**src/rtl/fib_pkg.sv**
```systemverilog
// -----------------------------------------------------------------------------
// fib_pkg
// Shared definitions for the Fibonacci sequence engine:
//   - state_e   : engine state (IDLE, RUN, HALT)
//   - DEF_*     : default widths for the top-level parameters
//   - fib_sum() : one-bit-wider term adder used for carry-out detection
// -----------------------------------------------------------------------------
package fib_pkg;

    typedef enum logic [1:0] {
        IDLE = 2'd0,
        RUN  = 2'd1,
        HALT = 2'd2
    } state_e;

    localparam int DEF_WIDTH  = 16;
    localparam int DEF_SEED_W = 4;
    localparam int DEF_IDX_W  = 8;

    // Operand width of fib_sum(). Callers zero-extend their WIDTH-bit terms
    // to this width, so WIDTH must stay below SUM_MAX_W.
    localparam int SUM_MAX_W  = 64;

    // Sum of two terms with one extra bit, so the carry-out is never lost.
    function automatic logic [SUM_MAX_W:0] fib_sum(
        input logic [SUM_MAX_W-1:0] a,
        input logic [SUM_MAX_W-1:0] b
    );
        return {1'b0, a} + {1'b0, b};
    endfunction

endpackage

```
**src/rtl/fib_seq_edge_sync.sv**
```systemverilog
// -----------------------------------------------------------------------------
// edge_sync
// Brings an asynchronous, undebounced button into the clk domain and turns
// each rising edge into a single-cycle pulse.
//   clk   in  system clock
//   reset in  synchronous, active-high
//   d     in  raw button level (asynchronous to clk)
//   pulse out one-cycle pulse per rising edge of the synchronised level
// Two flops synchronise; a third holds the previous synchronised level for
// the edge compare. pulse is a decode of flop outputs only.
// -----------------------------------------------------------------------------
module edge_sync (
    input  logic clk,
    input  logic reset,
    input  logic d,
    output logic pulse
);

    logic sync1_q, sync1_d;
    logic sync2_q, sync2_d;
    logic prev_q,  prev_d;

    always_comb begin
        sync1_d = d;
        sync2_d = sync1_q;
        prev_d  = sync2_q;
    end

    always_ff @(posedge clk) begin
        if (reset) begin
            sync1_q <= 1'b0;
            sync2_q <= 1'b0;
            prev_q  <= 1'b0;
        end else begin
            sync1_q <= sync1_d;
            sync2_q <= sync2_d;
            prev_q  <= prev_d;
        end
    end

    assign pulse = sync2_q & ~prev_q;

endmodule

```
**src/rtl/fib_seq.sv**
```systemverilog
// -----------------------------------------------------------------------------
// fib_seq
// Fibonacci sequence engine for the display path. Two seeds are loaded from
// the switches; the engine advances one term per step press (IDLE) or once
// every DIV clocks while run is held (RUN). Every load and every advance
// raises upd for one cycle alongside the new value/index/overflow.
//
// Ports:
//   clk       in   system clock
//   reset     in   synchronous, active-high
//   switches  in   [SEED_W-1:0] seed, zero-extended on load
//   set_a     in   button: load a from switches
//   set_b     in   button: load b from switches
//   step      in   button: advance one term while not running
//   run       in   level: free-run, one advance per DIV clocks
//   value     out  [WIDTH-1:0] current term (register b)
//   index     out  [IDX_W-1:0] advances since last load/reset (wraps)
//   overflow  out  sticky carry-out flag, cleared by any load
//   upd       out  one-cycle strobe with each new output value
//   dbg_state out  [1:0] engine state (0=IDLE, 1=RUN, 2=HALT)
//
// Build option FIB_WRAP_EN:
//   undefined : an advance with carry-out sets overflow and halts without
//               committing; only a load (or reset) leaves HALT.
//   defined   : the carry-out advance commits modulo 2^WIDTH, overflow is
//               set, and the sequence keeps going. HALT is never entered.
//
// Priority within a cycle: reset > load > advance.
// WIDTH must be below fib_pkg::SUM_MAX_W (64).
// -----------------------------------------------------------------------------
module fib_seq
    import fib_pkg::*;
#(
    parameter int WIDTH  = DEF_WIDTH,
    parameter int SEED_W = DEF_SEED_W,
    parameter int IDX_W  = DEF_IDX_W,
    parameter int DIV    = 50_000_000
) (
    input  logic              clk,
    input  logic              reset,
    input  logic [SEED_W-1:0] switches,
    input  logic              set_a,
    input  logic              set_b,
    input  logic              step,
    input  logic              run,
    output logic [WIDTH-1:0]  value,
    output logic [IDX_W-1:0]  index,
    output logic              overflow,
    output logic              upd,
    output logic [1:0]        dbg_state
);

    localparam int TICK_W   = $clog2(DIV);
    localparam int PAD_W    = SUM_MAX_W - WIDTH;
    localparam int SEED_PAD = WIDTH - SEED_W;
    localparam logic [TICK_W-1:0] TICK_LAST = TICK_W'(DIV - 1);

    // Button events, one pulse per press.
    logic load_a, load_b, step_p;

    edge_sync u_sync_set_a (.clk(clk), .reset(reset), .d(set_a), .pulse(load_a));
    edge_sync u_sync_set_b (.clk(clk), .reset(reset), .d(set_b), .pulse(load_b));
    edge_sync u_sync_step  (.clk(clk), .reset(reset), .d(step),  .pulse(step_p));

    state_e             state_q, state_d;
    logic [WIDTH-1:0]   a_q, a_d;
    logic [WIDTH-1:0]   b_q, b_d;
    logic [IDX_W-1:0]   idx_q, idx_d;
    logic               ovf_q, ovf_d;
    logic               upd_q, upd_d;
    logic [TICK_W-1:0]  tick_q, tick_d;

    logic [SUM_MAX_W:0] sum_full;
    logic [WIDTH-1:0]   sum_lo;
    logic               carry;
    logic [WIDTH-1:0]   seed;
    logic               tick_fire;
    logic               adv;

    always_comb begin
        sum_full = fib_sum({{PAD_W{1'b0}}, a_q}, {{PAD_W{1'b0}}, b_q});
        sum_lo   = sum_full[WIDTH-1:0];
        // Operands are zero-extended, so every bit above WIDTH-1 can only be
        // set by the carry out of the WIDTH-bit addition.
        carry    = |sum_full[SUM_MAX_W:WIDTH];
        seed     = {{SEED_PAD{1'b0}}, switches};
    end

    assign tick_fire = (state_q == RUN) && (tick_q == TICK_LAST);

    always_comb begin
        a_d     = a_q;
        b_d     = b_q;
        idx_d   = idx_q;
        ovf_d   = ovf_q;
        upd_d   = 1'b0;
        state_d = state_q;
        adv     = 1'b0;

        case (state_q)
            IDLE: begin
                adv = step_p;
                if (run) state_d = RUN;
            end
            RUN: begin
                // Step presses are deliberately ignored while free-running.
                adv = tick_fire;
                if (!run) state_d = IDLE;
            end
            default: begin
`ifdef FIB_WRAP_EN
                state_d = IDLE;
`else
                state_d = HALT;
`endif
            end
        endcase

        if (load_a || load_b) begin
            // A load discards any advance requested in the same cycle.
            if (load_a) a_d = seed;
            if (load_b) b_d = seed;
            idx_d   = '0;
            ovf_d   = 1'b0;
            state_d = IDLE;
            upd_d   = 1'b1;
        end else if (adv) begin
            upd_d = 1'b1;
`ifdef FIB_WRAP_EN
            a_d   = b_q;
            b_d   = sum_lo;
            idx_d = idx_q + IDX_W'(1);
            if (carry) ovf_d = 1'b1;
`else
            if (carry) begin
                // Keep the last valid term on display and stop.
                ovf_d   = 1'b1;
                state_d = HALT;
            end else begin
                a_d   = b_q;
                b_d   = sum_lo;
                idx_d = idx_q + IDX_W'(1);
            end
`endif
        end
    end

    // Divider only runs while staying in RUN, so the first tick lands DIV
    // cycles after RUN is entered and it reads zero everywhere else.
    always_comb begin
        if ((state_q == RUN) && (state_d == RUN)) begin
            tick_d = tick_fire ? '0 : tick_q + TICK_W'(1);
        end else begin
            tick_d = '0;
        end
    end

    always_ff @(posedge clk) begin
        if (reset) begin
            state_q <= IDLE;
            a_q     <= '0;
            b_q     <= WIDTH'(1);
            idx_q   <= '0;
            ovf_q   <= 1'b0;
            upd_q   <= 1'b0;
            tick_q  <= '0;
        end else begin
            state_q <= state_d;
            a_q     <= a_d;
            b_q     <= b_d;
            idx_q   <= idx_d;
            ovf_q   <= ovf_d;
            upd_q   <= upd_d;
            tick_q  <= tick_d;
        end
    end

    assign value     = b_q;
    assign index     = idx_q;
    assign overflow  = ovf_q;
    assign upd       = upd_q;
    assign dbg_state = state_q;

endmodule

```
**config.mk**
```make
export PLATFORM = sky130hd
export DESIGN_NAME = fib_seq
export DESIGN_NICKNAME = d
export VERILOG_FILES = /design/src/rtl/fib_pkg.sv /design/src/rtl/fib_seq_edge_sync.sv /design/src/rtl/fib_seq.sv
export SDC_FILE = /design/constraint.sdc
export NUM_CORES = 1
export LEC_CHECK = 0
export ABC_AREA = 1
export BUFFER_PORTS_ARGS = -buffer_cell sky130_fd_sc_hd__buf_2
export CAP_MARGIN = 0
export CORE_MARGIN = 10
export CORE_UTILIZATION = 50
export CTS_BUF_LIST = sky130_fd_sc_hd__clkbuf_4 sky130_fd_sc_hd__clkbuf_8 sky130_fd_sc_hd__clkbuf_16
export DETAILED_ROUTE_END_ITERATION = 8
export PLACE_DENSITY = 0.71
export SLEW_MARGIN = 20
export SYNTH_ARGS = -nofsm -noshare
export SYNTH_HDL_FRONTEND = slang
export SYNTH_HIERARCHICAL = 1
export SYNTH_SLANG_ARGS = --single-unit
```
**constraint.sdc**
```tcl
create_clock -name clk -period 1.88 [get_ports clk]
set_input_delay 0.094 -clock clk [delete_from_list [all_inputs] [get_ports clk]]
set_output_delay 0.094 -clock clk [all_outputs]
set_load 0.05 [all_outputs]
```
==> PnR_summary.wiki <==
{| class="wikitable"
! Metric !! Value
|-
| Result of the run || complete, but fails checks
|-
| Failing checks || setup timing
|-
| Area growth syn-to-layout || 26.65%
|-
| Top Family by Delay on Critical Path || simple AND/OR/NAND/NOR gates
|-
| Via-per-instance ratio || 5.028
|-
| Combinational family with the most area after synthesis || simple AND/OR/NAND/NOR gates
|-
| Critical path startpoint category || register
|-
| Width of the chip || 118.9 um
|-
| CTS Buf Count || 9
|-
| Cell area after layout || 0.006196 mm2
|-
| Final routed DRC violation total || 0
|-
| Post-detail-place hpwl || 9.830 mm
|-
| Number of instances on the worst hold path || 2
|-
| Fraction of the mapped netlist area in compound gates || 4.578%
|-
| Beginning of the worst hold path || reset
|-
| Cells along the critical path || ha_4, fa_2, nand2_2, nand2_2, nand3_2, nand2_2, nand2_2, nand2_4, nand2_8, nand3_2, nand2_1, a21oi_1
|-
| Number of hold-slack violations in the final timing report || 0
|-
| Predominant post-synthesis flop cell || dfxtp_1
|-
| Final RePlAce weighted congestion || 0.9309
|-
| Adder-Cell Fraction of Synth Area || 5.013%
|-
| Setup Crit Path Kind || register to register
|-
| Cell types occupying the most area after synthesis || dfxtp_1, nand2_1, inv_1
|-
| Area of the die || 0.01414 mm2
|-
| Max Transition Viols Final || 0
|-
| Crit path buf inv count || 0
|-
| Flops & latches, synth || 79
|-
| Register-to-Register Path Depth || 12
|-
| CTS HTree Levels || 3
|-
| Commonest cells after routing, fill and taps aside || nand2_1, inv_1, nor2_1
|-
| Die height || 118.9 um
|-
| Avg Synthesized Cell Area || 6.454 um2
|-
| Overall fraction of global-route tracks in use || 19.13%
|-
| Synthesized area || 0.004892 mm2
|-
| Ys Warns || 6
|-
| CTS root buf || clkbuf_8
|-
| Clk sinks || 79
|-
| ANT cells || 0
|-
| Vias in the first global route || 4769
|-
| Net count of the mapped netlist || 787
|-
| I/O pin count || 38
|-
| Area leader, netlist || dfxtp_1
|-
| Total wirelength of the detailed-routed design || 13.55 mm
|-
| Final critical path time including I/O delays and setup || 1.980 ns
|-
| Flop2flop setup slack || -0.1 ns
|-
| Post-Route Utilization || 64.28%
|-
| Share of the synthesized area in the top cell type || 32.33%
|-
| First-pass GRT wire length || 22.65 mm
|-
| Clock transition time at the flip-flop clock pins of the worst setup and hold paths || 0.09 ns
|-
| Core region area || 0.009639 mm2
|-
| Setup violation total in the final timing report || 41
|-
| Endpoint, Worst Hold || u_sync_step/prev_q
|-
| Number of I/O port buffers || 37
|-
| Initial Utilization || 50.75%
|-
| Total power divided by cell area || 623.7 mW/mm2
|-
| Critical Path Slowest Stage Cell || dfxtp_4
|-
| Commonest non-fill, non-tap cell in the layout || nand2_1
|-
| Distinct cell type count of the synthesized netlist || 35
|-
| Beginning of the worst register-to-register path || value[0]
|-
| Static leakage || 2.860 nW
|-
| Clock tree from TritonCTS || built
|-
| Worst max-slew margin expressed relative to the limit || 73.83%
|-
| Pin count of the biggest net entering global routing || 27
|-
| Residual overflow from global routing || 0
|-
| Fraction of synthesis flops using an asynchronous set or reset pin || 0%
|-
| Simple-gate share of the synthesized area || 43.04%
|-
| Final setup skew || 0.01334 ns
|-
| Data required time at the worst endpoint || 2.15 ns
|-
| Sequential area share after synthesis || 32.33%
|-
| Later-pin clock latency in the skew report || 0.39 ns
|-
| Critical Path Most Common Cell || nand2_2
|-
| Layout net count || 888
|-
| Critical path fanouts, max || 8
|-
| Buffers from clock root to sink, at most || 2
|-
| Number of synthesized flops with an enable pin || 0
|-
| Final worst slack || -0.09992 ns
|-
| Type of destination of the critical path || register
|-
| Avg WL per Cell || 13.60 um
|-
| Via count of the routed design || 5008
|-
| Fin crit share || 105.3%
|-
| Fmax || 0.5051 GHz
|-
| Unrepaired setup endpoints after global routing || true
|-
| Worst path arrival time || 2.25 ns
|-
| Cell count after synthesis || 758
|-
| Number of nets with antenna violations after routing || 0
|-
| MaxCap Viol Count || 0
|-
| Number of antenna violations at the first check in global routing || 0
|-
| Hold Path Class || input pin to register
|-
| Fraction of layout cells with a size suffix above 1 || 25.61%
|-
| Number of inserted filler cells in the final layout || 935
|-
| Worst IR Drop VDD || 0.5459 mV
|-
| Endpoint of the worst-slack reg-to-reg timing path || a_q[15]
|-
| Number of placement rows || 36
|-
| Initial DRC count || 425
|-
| Portion of netlist area occupied by mux cells || 0%
|-
| Tightest Pin Transition || 0.3896 ns
|-
| XOR/XNOR Fraction of Synth Area || 3.939%
|-
| Cell area reported after detailed placement || 0.005704 mm2
|-
| DR pass1 iterations || 5
|-
| Peak per-stage delay on the critical path || 0.36 ns
|}
[cell families after synthesis]
family,after synthesis
AOI/OAI and AO/OA,42
and+or+nand+nor,460
buffers and inverters,136
xor gates and xnor gates,22
DFF,79
adders and majority gates,19
[worst max-delay path by stage]
stage                     cells past startpoint   endpoint  startpoint
after floorplan                              14  value[13]    value[0]
after global placement                       13   value[8]    value[9]
after detailed placement                     13   value[7]    value[9]
after CTS                                    14   value[7]    value[0]
after global routing                         13  value[11]    value[0]
final                                        12    a_q[15]    value[0]
[power breakdown]
| part | switching (W) | internal [W] |
|---|---|---|
| logic | 0.000568 | 0.000332 |
| registers | 0.0000434 | 0.00174 |
| clock network | 0.000702 | 0.000480 |
[final cells by class]
type | instances | area (um2) | area share [%]
Clock inverter | 6 | 46.29 | 0.7472
Timing Repair Buffer | 104 | 757.0 | 12.22
Multi-Input combinational cell | 545 | 3043 | 49.11
Tap cell | 133 | 166.4 | 2.686
Inverter | 120 | 455.4 | 7.351
Clock buffer | 9 | 123.9 | 1.999
Sequential cell | 79 | 1604 | 25.89
[synth_stat cells, types with 3 or more instances]
cell,n
xor2_1,16
inv_2,4
ha_1,18
nand2_1,218
nor3_1,27
inv_1,115
dfxtp_1,79
o21ai_0,3
a21oi_1,34
buf_2,5
nor2_4,3
nand2_2,8
clkbuf_1,7
nand4_1,34
nand3_4,3
xnor2_1,6
nor2_1,104
nand3_1,34
buf_6,3
and2_1,4
nor3_2,5
nand3b_1,9
[routing by layer]
metal / up-vias / wire length [um] / track usage [%]
met4: 0 / 207 / 5.344
met2: 167 / 5929 / 29.76
li1: 2585 / - / -
met5: - / 0 / 0
met3: 18 / 929 / 5.054
met1: 2238 / 6481 / 25.52
[through the flow]
step / TNS, ns / cells / hold WS [ns] / worst slack (ns) / total power (W)
after floorplan: -2.588 / 758 / 0.1631 / -0.07036 / 0.002352
after global placement: -1.617 / 974 / 0.2918 / -0.06268 / 0.002628
after detailed placement: -4.799 / 974 / 0.3091 / -0.1439 / 0.002644
after CTS: -2.277 / 994 / 0.002747 / -0.07653 / 0.003856
after global routing: -9.355 / 996 / 0.01837 / -0.2064 / 0.004053
final: -2.133 / 996 / 0.01717 / -0.09992 / 0.003865
[sequential cells by signal, summed over array words and instances, names as in the netlist, 2 cells and up]
register,cells
a_q,16
dbg_state,2
index,8
tick_q,26
value,16
[what timing repair did]
item / in CTS / in global routing
buffers inserted: 2 / 1
gates resized for setup: 16 / 48
hold buffers: 3 / 0
pin swaps: 7 / 11
cloned: 1 / 1
endpoints found under the setup margin: 66 / 67
endpoints found under the hold margin: 3 / 0
No activity file was read; power rests on OpenSTA's default activity.
